**config.mk**
```make
export PLATFORM = sky130hd
export DESIGN_NAME = alarm_controller
export DESIGN_NICKNAME = d
export VERILOG_FILES = /design/src/rtl/alarm_controller.sv
export SDC_FILE = /design/constraint.sdc
export NUM_CORES = 1
export LEC_CHECK = 0
export CORE_ASPECT_RATIO = 0.8
export CORE_MARGIN = 2
export CORE_UTILIZATION = 40
export CTS_CLUSTER_SIZE = 16
export DETAILED_ROUTE_END_ITERATION = 12
export PLACE_DENSITY = 0.74
export SYNTH_ARGS = -nofsm -noshare
export SYNTH_HDL_FRONTEND = slang
export SYNTH_SLANG_ARGS = --single-unit
```
**constraint.sdc**
```tcl
create_clock -name clk_2 -period 2.25 [get_ports clk_2]
set_input_delay 0.45 -clock clk_2 [delete_from_list [all_inputs] [get_ports clk_2]]
set_output_delay 0.45 -clock clk_2 [all_outputs]
set_load 0.01 [all_outputs]
```
**src/rtl/alarm_controller.sv**
```systemverilog
// Night-time door alarm: arming delay, entry delay, timed siren and a
// saturating trigger counter, all sequenced by one down-counter.
module alarm_controller #(
    parameter int ARM_DELAY   = 8,
    parameter int ENTRY_DELAY = 4,
    parameter int SIREN_TIME  = 16
) (
    input  logic       clk_2,
    input  logic       reset,
    input  logic       porta,
    input  logic       relogio,
    input  logic       interruptor,
    output logic       sirene,
    output logic       armado,
    output logic [2:0] estado,
    output logic [7:0] contagem,
    output logic [3:0] disparos
);

    typedef enum logic [2:0] {
        DESARMADO = 3'd0,
        ARMANDO   = 3'd1,
        ARMADO    = 3'd2,
        ENTRADA   = 3'd3,
        DISPARADO = 3'd4
    } state_t;

    localparam logic [7:0] ARM_LOAD   = 8'(ARM_DELAY - 1);
    localparam logic [7:0] ENTRY_LOAD = 8'(ENTRY_DELAY - 1);
    localparam logic [7:0] SIREN_LOAD = 8'(SIREN_TIME - 1);

    state_t     state;
    state_t     state_nxt;
    logic [7:0] count_nxt;
    logic       trigger;
    logic       habilita;

    assign habilita = ~relogio & ~interruptor;
    assign estado   = state;

    // Losing the night/override enable drops straight back to disarmed from
    // any state, including the unused encodings.
    always_comb begin
        state_nxt = state;
        count_nxt = contagem;
        trigger   = 1'b0;
        if (!habilita) begin
            state_nxt = DESARMADO;
            count_nxt = 8'd0;
        end else begin
            case (state)
                DESARMADO: begin
                    state_nxt = ARMANDO;
                    count_nxt = ARM_LOAD;
                end
                ARMANDO: begin
                    if (contagem != 8'd0) begin
                        count_nxt = contagem - 8'd1;
                    end else if (porta) begin
                        count_nxt = ARM_LOAD;
                    end else begin
                        state_nxt = ARMADO;
                        count_nxt = 8'd0;
                    end
                end
                ARMADO: begin
                    if (porta) begin
                        state_nxt = ENTRADA;
                        count_nxt = ENTRY_LOAD;
                    end else begin
                        count_nxt = 8'd0;
                    end
                end
                ENTRADA: begin
                    if (contagem != 8'd0) begin
                        count_nxt = contagem - 8'd1;
                    end else begin
                        state_nxt = DISPARADO;
                        count_nxt = SIREN_LOAD;
                        trigger   = 1'b1;
                    end
                end
                DISPARADO: begin
                    if (contagem != 8'd0) begin
                        count_nxt = contagem - 8'd1;
                    end else begin
                        state_nxt = ARMADO;
                        count_nxt = 8'd0;
                    end
                end
                default: begin
                    state_nxt = DESARMADO;
                    count_nxt = 8'd0;
                end
            endcase
        end
    end

    // Siren and armed flags are registered from the next state so they
    // line up with estado on every edge.
    always_ff @(posedge clk_2) begin
        if (reset) begin
            state    <= DESARMADO;
            contagem <= 8'd0;
            disparos <= 4'd0;
            sirene   <= 1'b0;
            armado   <= 1'b0;
        end else begin
            state    <= state_nxt;
            contagem <= count_nxt;
            if (trigger && disparos != 4'd15) begin
                disparos <= disparos + 4'd1;
            end
            sirene <= (state_nxt == DISPARADO);
            armado <= (state_nxt == ARMADO) || (state_nxt == ENTRADA) ||
                      (state_nxt == DISPARADO);
        end
    end

endmodule

```
* Word level (Yosys, flattened, before mapping)
Index checks and enable logic that the tools add are counted.
Storage, ports and cells: flip-flop bits (word level) 17, latch bits 0, bits in writable memories 0, memory bits (read-only) 0, input port bits 5, output and inout port bits 17, logic and storage cells 41, memories 0
Cells by class: add/subtract/negate cells 2, multiply operators 0, divide/modulo/power cells 0, $lt $le $gt $ge 0, equal/unequal tests 8, shifts and indexed selects 0, mux-type cells 16, bitwise gates (word level) 4, reductions and logical operators 6
Operator list (number):
- $pmux 8 s5 | 1
- $mux 8 | 3
- $mux 3 | 7
- $pmux 3 s5 | 1
- $eq 3x2->1 const B | 4
- $reduce_bool 8->1 | 1
- $sub 8x1->8 const B | 1
- $eq 3x3->1 const B | 2
- $add 4x1->4 const B | 1
- $ne 4x4->1 const B | 1
- $eq 3x1->1 const B | 1
- $logic_not 3->1 | 1
- $mux 1 | 3
- $not 1->1 | 3
- $logic_or 1x1->1 | 2
- $mux 2 | 1
- $reduce_or 2->1 | 1
- $and 1x1->1 | 1
- $logic_and 1x1->1 | 1

* Logic depth before layout (Yosys ltp)
Gate-level depths: netlist (run 1).
depth in word-level cells 7, depth in mapped cells 7, depth with buffers taken out 6

* Least setup slack after synthesis (run 1)
Ideal clock, no wire load.
kind reg2reg, start point reg contagem[0], end point reg state[1] (netlist: estado[1]), setup time 62 ps, arrival 1682 ps, required time 2188 ps, slack 506 ps, cell stages (with the launch flop) 8, path buffers 1, clock period less this slack 1744 ps, cell sequence dfxtp_1 -> inv_1 -> ha_1 -> nor3b_1 -> and2_2 -> buf_2 -> or4_1 -> nand3_1
Between the ends: cells in the longest elaborated chain, start to end 4, elaborated cells on any way between the ends 6, classes of those cells mux (5); reduce/logical (1)
Ends and longest elaborated chain:
- from (decl) | line 16 | output logic [7:0] contagem,
- from (signal assigned) | line 110 | contagem <= count_nxt;
- $reduce_bool 8->1 (*) | line 57, 75, 84
- $mux 3 (on tied branches) | line 84, 57, 75
- $pmux 3 s5 (*) | line 51 | case (state)
- $mux 3 (*) | line 47 | if (!habilita) begin
- to (signal assigned) | line 109 | state <= state_nxt;
- to (decl) | line 32 | state_t state;
Mark *: on every way between the ends. The rest lies on a longest branch, timed or not. A chain may end at the register's enable or synchronous reset.

* Worst setup path after layout (run 1)
start point reg contagem[0], end point reg disparos[3]
Between the ends: cells in the longest elaborated chain, start to end 5
Ends and longest elaborated chain:
- $reduce_bool 8->1 | line 75 | if (contagem != 8'd0) begin
- $mux 1 | line 75
- $mux 1 | line 51
- $mux 1 | line 47
- $logic_and 1x1->1 | line 111 | if (trigger && disparos != 4'd15) begin
- to (signal assigned) | line 112 | disparos <= disparos + 4'd1;
- to (decl) | line 17 | output logic [3:0] disparos
Every way passes these cells.

==> flow_summary.json, run 1 <==
{
  "setup_tns_ns": 0,
  "whs_ns": 0.532,
  "ios": 22,
  "cp_max_fo": 5,
  "power.leakage_nw": 0.405,
  "die_height_um": 46.1,
  "numCtsBuffers": 3,
  "post_cts_buffers": 0,
  "fin_ws_ns": 0.289,
  "fin_crit_sh_pct": 87.2,
  "cts_buffer_depth": 2,
  "rows": 15,
  "first_iter_violations": 20,
  "drv_cap": 0,
  "sw_frac_of_total_pct": 25.1,
  "vias": 877,
  "ctsHtreeMaxLevel": 1,
  "p_int_mw": 0.406,
  "postSynthCellCount": 104,
  "stdcell_count": 150,
  "fin_crit_ns": 1.96,
  "mappedNetlistArea_um2": 885,
  "net-switching-power_mw": 0.136,
  "drive_gt1_share_pct": 5.60,
  "tightest_slew_ns": 0.493,
  "layout.nets": 134,
  "cpMaxStageDelayCell": "or4_1",
  "grt_pass1_wl_um": 3420,
  "syn-num-nets": 112,
  "postSynthAreaPerCell_um2": 8.51,
  "outcome": "finished, final reports clean",
  "root_buffer": "clkbuf_4",
  "fmax_mhz": 510,
  "globalRouteTotalUtil_pct": 17.2,
  "pwr-share-seq_pct": 57.4,
  "final_cell_mix": "clkdlybuf4s50_1 (21), dfxtp_1 (17), nor2_1 (9)",
  "dieArea_um2": 2610,
  "ctsHoldBuffers": 0,
  "clk_transition_reported_paths_ns": 0.09,
  "yosysSeqAreaShare_pct": 38.5,
  "final-hold-violation-count": 0,
  "finalSetupViolCount": 0,
  "rsz0062_at_grt": "false",
  "cp.arrival_ns": 2.18,
  "holdCritPathClass": "reg2reg",
  "hp-start": "disparos[3]",
  "area_growth_syn_to_layout_pct": 28.1,
  "crit_family": "simple AND/OR/NAND/NOR gates",
  "place_hpwl_um": 1550,
  "cp-start-kind": "register",
  "place_inst": 146,
  "pwr-share-comb_pct": 13.1,
  "drcViolationCount": 0,
  "pre_cts_ws_ns": 0.211,
  "antenna_found_initial": 0,
  "ys_seq_elements": 17,
  "grt_pass1_vias": 773,
  "dr.pass1.iters": 6,
  "finalPower_mw": 0.542,
  "port_buffers": 21,
  "viasPerCell": 5.85,
  "clockPowerShare_pct": 29.6,
  "finalClockSkew_ns": 0.00228,
  "cts_tree": "yes",
  "crit_type": "reg2reg",
  "powerDensity_nw_per_um2": 478,
  "worstPathRequired_ns": 2.47,
  "yosysUniqueCellTypes": 33,
  "crit_chain": "inv_1 -> ha_1 -> nor3b_1 -> nand2_2 -> or4_1 -> a21oi_1",
  "end_kind": "register",
  "synth_warnings": 0,
  "final_common_cell": "clkdlybuf4s50_1",
  "cts_resized": 0,
  "numClockSinks": 17,
  "critPathBufInv": 1,
  "gr-total-overflow": 0,
  "ant_nets": 0,
  "wl_per_cell_um": 13.9,
  "slew_violations": 0,
  "rr_startpoint": "contagem[0]",
  "ir_drop_v": 0.000303,
  "cp-startpoint": "contagem[0]",
  "critical_path.max_stage_delay_ns": 0.53,
  "start_util_pct": 41.7,
  "gp_congestion": 0.794,
  "insertion_delay_ns": 0.29,
  "routed_wirelength_um": 2090,
  "die_width_um": 56.6,
  "core-area_um2": 2120,
  "slew_headroom_pct": 67.0,
  "grt_max_degree": 13,
  "antenna_cells": 0
}
-- worst register-to-register path, stage by stage, from the launching register on --
cell     delay [ns]
dfxtp_1        0.35
inv_1          0.09
ha_1           0.16
nor3b_1        0.44
nand2_2        0.18
or4_1          0.53
a21oi_1        0.16
-- registers in the layout (all words and copies together), names as in the netlist --
signal    flops
sirene        1
contagem      8
armado        1
estado        3
disparos      4
-- layer usage --
metal  vias to the layer above  wire, um  global-route usage [%]
met2                        32       951                    26.7
li1                        429         -                       -
met4                         0         0                    4.29
met3                         0       140                    5.90
met5                         -         0                       0
met1                       416       997                    23.2
-- per-stage QoR --
stage / area (um^2) / utilization [%]
after global placement: 1110 / 52.2
final: 1130 / 53.5
after CTS: 1130 / 53.5
after detailed placement: 1110 / 52.2
after floorplan: 885 / -
after global routing: 1130 / 53.5
-- synth_stat cells (all sizes together) --
cell type / count / share of area [%]
dfxtp: 17 / 38
nor2: 9 / 3.8
a21oi: 8 / 4.5
nand2: 7 / 3.3
inv: 5 / 2.1
nand3: 5 / 2.8
nor3: 5 / 2.8
nor4: 4 / 4.5
buf: 3 / 1.7
ha: 3 / 4.2
nor2b: 3 / 2.1
nor3b: 3 / 2.5
o21ai: 3 / 1.7
or3: 3 / 2.1
or4: 3 / 2.5
xor2: 3 / 3.0
a311oi: 2 / 2.0
nand3b: 2 / 1.7
nand4: 2 / 1.4
o31ai: 2 / 1.7
xnor2: 2 / 2.0
a2111oi: 1 / 0.99
a2bb2oi: 1 / 0.99
a31oi: 1 / 0.71
a32oi: 1 / 0.99
and2: 1 / 0.85
and3: 1 / 0.71
clkbuf: 1 / 0.42
nor4b: 1 / 1.7
o21a: 1 / 0.85
o22ai: 1 / 0.71
-- power groups by stage --
stage	combinational [mW]	sequential (mW)	clock (mW)
after floorplan	0.0446	0.317	0
after global placement	0.0689	0.317	0
after detailed placement	0.0696	0.318	0
after CTS	0.0701	0.311	0.168
after global routing	0.0762	0.312	0.185
final	0.0707	0.311	0.160
-- layout make-up --
| class | instances | area [um^2] |
|---|---|---|
| clock buffers | 4 | 26.3 |
| fillers | 207 | 987 |
| inverters | 5 | 18.8 |
| multi-input cells | 78 | 507 |
| flip-flops and latches | 17 | 340 |
| well taps | 25 | 31.3 |
| repair buffers | 21 | 210 |
-- kinds of logic after synthesis --
| logic type | Yosys count | synth area share (%) |
|---|---|---|
| adders and majority gates | 3 | 4.24 |
| xor gates and xnor gates | 5 | 4.95 |
| AOI/OAI and AO/OA | 21 | 15.1 |
| buffers and inverters | 9 | 4.24 |
| and+or+nand+nor | 49 | 33.0 |
| DFF | 17 | 38.5 |
-- worst paths after layout --
path / to / slack [ns] / cells past startpoint
max: disparos[3] / 0.29 / 6
min: disparos[3] / 0.53 / 2
max reg2reg: disparos[3] / 0.29 / 6
min reg2reg: disparos[3] / 0.53 / 2
No activity file was read; power rests on OpenSTA's default activity.
==> run 2: changes to the inputs <==
Settings changed: MAX_ROUTING_LAYER set to met4.
==> run 2 against run 1 <==
Net effect: final cell count is the same; global-route usage rose by 0.53 points; count of clock-buffer cells in the layout unchanged; critical path depth did not move; core utilization is the same; register-to-register slack about the same; sequential power barely moved; combinational power about the same; clock power about the same; clock skew hardly changed.
==> flow_summary.json, run 2 (synthesis results as in run 1) <==
{
  "antenna_cells": 0,
  "insertion_delay_ns": 0.29,
  "vias": 877,
  "start_util_pct": 41.7,
  "power.leakage_nw": 0.405,
  "placed_area_um2": 1110,
  "clockPowerShare_pct": 29.6,
  "top_register": "contagem",
  "pwr-share-comb_pct": 13.0,
  "ctsHoldBuffers": 0,
  "rows": 15,
  "gp_congestion": 0.806,
  "final_cell_mix": "clkdlybuf4s50_1 (21), dfxtp_1 (17), nor2_1 (9)",
  "numCtsBuffers": 3,
  "p_int_mw": 0.406,
  "cts_tree": "yes",
  "core-area_um2": 2120,
  "drv_cap": 0,
  "setup_tns_ns": 0,
  "cp_max_fo": 5,
  "die_width_um": 56.6,
  "post_cts_buffers": 0,
  "wl_per_cell_um": 13.9,
  "ir_drop_v": 0.000303,
  "powerDensity_nw_per_um2": 478,
  "finalClockSkew_ns": 0.00198,
  "whs_ns": 0.532,
  "antenna_found_initial": 0,
  "cp-start-kind": "register",
  "first_iter_violations": 22,
  "layout.nets": 134,
  "numClockSinks": 17,
  "net-switching-power_mw": 0.136,
  "port_buffers": 21,
  "dr.pass1.iters": 4,
  "ant_nets": 0,
  "dieArea_um2": 2610,
  "grt_pass1_wl_um": 3410,
  "globalRouteTotalUtil_pct": 17.8,
  "cpMaxStageDelayCell": "or4_1",
  "end_kind": "register",
  "cp.arrival_ns": 2.18,
  "clk_transition_reported_paths_ns": 0.09,
  "fin_crit_ns": 1.96,
  "grt_max_degree": 13,
  "grt_pass1_vias": 773,
  "cts_buffer_depth": 2,
  "outcome": "finished, final reports clean",
  "cts_resized": 0,
  "slew_violations": 0,
  "place_hpwl_um": 1550,
  "die_height_um": 46.1,
  "critical_path.max_stage_delay_ns": 0.53,
  "crit_type": "reg2reg",
  "drcViolationCount": 0,
  "worstPathRequired_ns": 2.47,
  "largest_reg_flops": 8,
  "critPathBufInv": 1,
  "slew_headroom_pct": 67.4,
  "crit_family": "simple AND/OR/NAND/NOR gates",
  "design_area_um2": 1130,
  "final-hold-violation-count": 0,
  "tightest_slew_ns": 0.488,
  "ios": 22,
  "sw_frac_of_total_pct": 25.1,
  "area_growth_syn_to_layout_pct": 28.1,
  "routed_wirelength_um": 2090,
  "final_common_cell": "clkdlybuf4s50_1",
  "drive_gt1_share_pct": 5.60,
  "fmax_mhz": 511,
  "root_buffer": "clkbuf_4",
  "ctsHtreeMaxLevel": 1,
  "rsz0062_at_grt": "false",
  "crit_chain": "inv_1 -> ha_1 -> nor3b_1 -> nand2_2 -> or4_1 -> a21oi_1",
  "gr-total-overflow": 0,
  "finalPower_mw": 0.542,
  "holdCritPathClass": "reg2reg",
  "pwr-share-seq_pct": 57.3,
  "fin_crit_sh_pct": 87.0,
  "viasPerCell": 5.85,
  "finalSetupViolCount": 0
}
run 2: final timing paths:
check                 to  slack [ns]         from  cells after the start
max reg2reg  disparos[3]        0.29  contagem[0]                      6
min          disparos[3]        0.53  disparos[3]                      2
max          disparos[3]        0.29  contagem[0]                      6
min reg2reg  disparos[3]        0.53  disparos[3]                      2
run 2: power by group through the flow:
stage                     sequential, mW  clock, mW  combinational [mW]
after floorplan                    0.317          0              0.0446
after global placement             0.317          0              0.0689
after detailed placement           0.318          0              0.0696
after CTS                          0.311      0.168              0.0701
after global routing               0.312      0.185              0.0762
final                              0.311      0.160              0.0707
run 2: worst register-to-register path: stages, from the launching register on:
cell	delay (ns)
dfxtp_1	0.35
inv_1	0.09
ha_1	0.16
nor3b_1	0.43
nand2_2	0.18
or4_1	0.53
a21oi_1	0.16
run 2: final cells by class:
type                    count  area, um^2
clock buffers               4        26.3
fillers                   207         987
inverters                   5        18.8
multi-input cells          78         507
flip-flops and latches     17         340
well taps                  25        31.3
repair buffers             21         210
run 2: stage by stage:
step                      cells  utilization (%)  worst slack, ns
after global routing        150             53.5            0.135
final                       150             53.5            0.292
after detailed placement    146             52.2            0.211
after floorplan             104                -            0.506
after CTS                   150             53.5            0.291
after global placement      146             52.2            0.268
run 2: routing by layer:
metal  routed length (um)  GRT usage (%)
met5                    0              -
met4                    9           4.29
met3                  103           5.90
met2                  939           26.7
met1                 1040           23.2
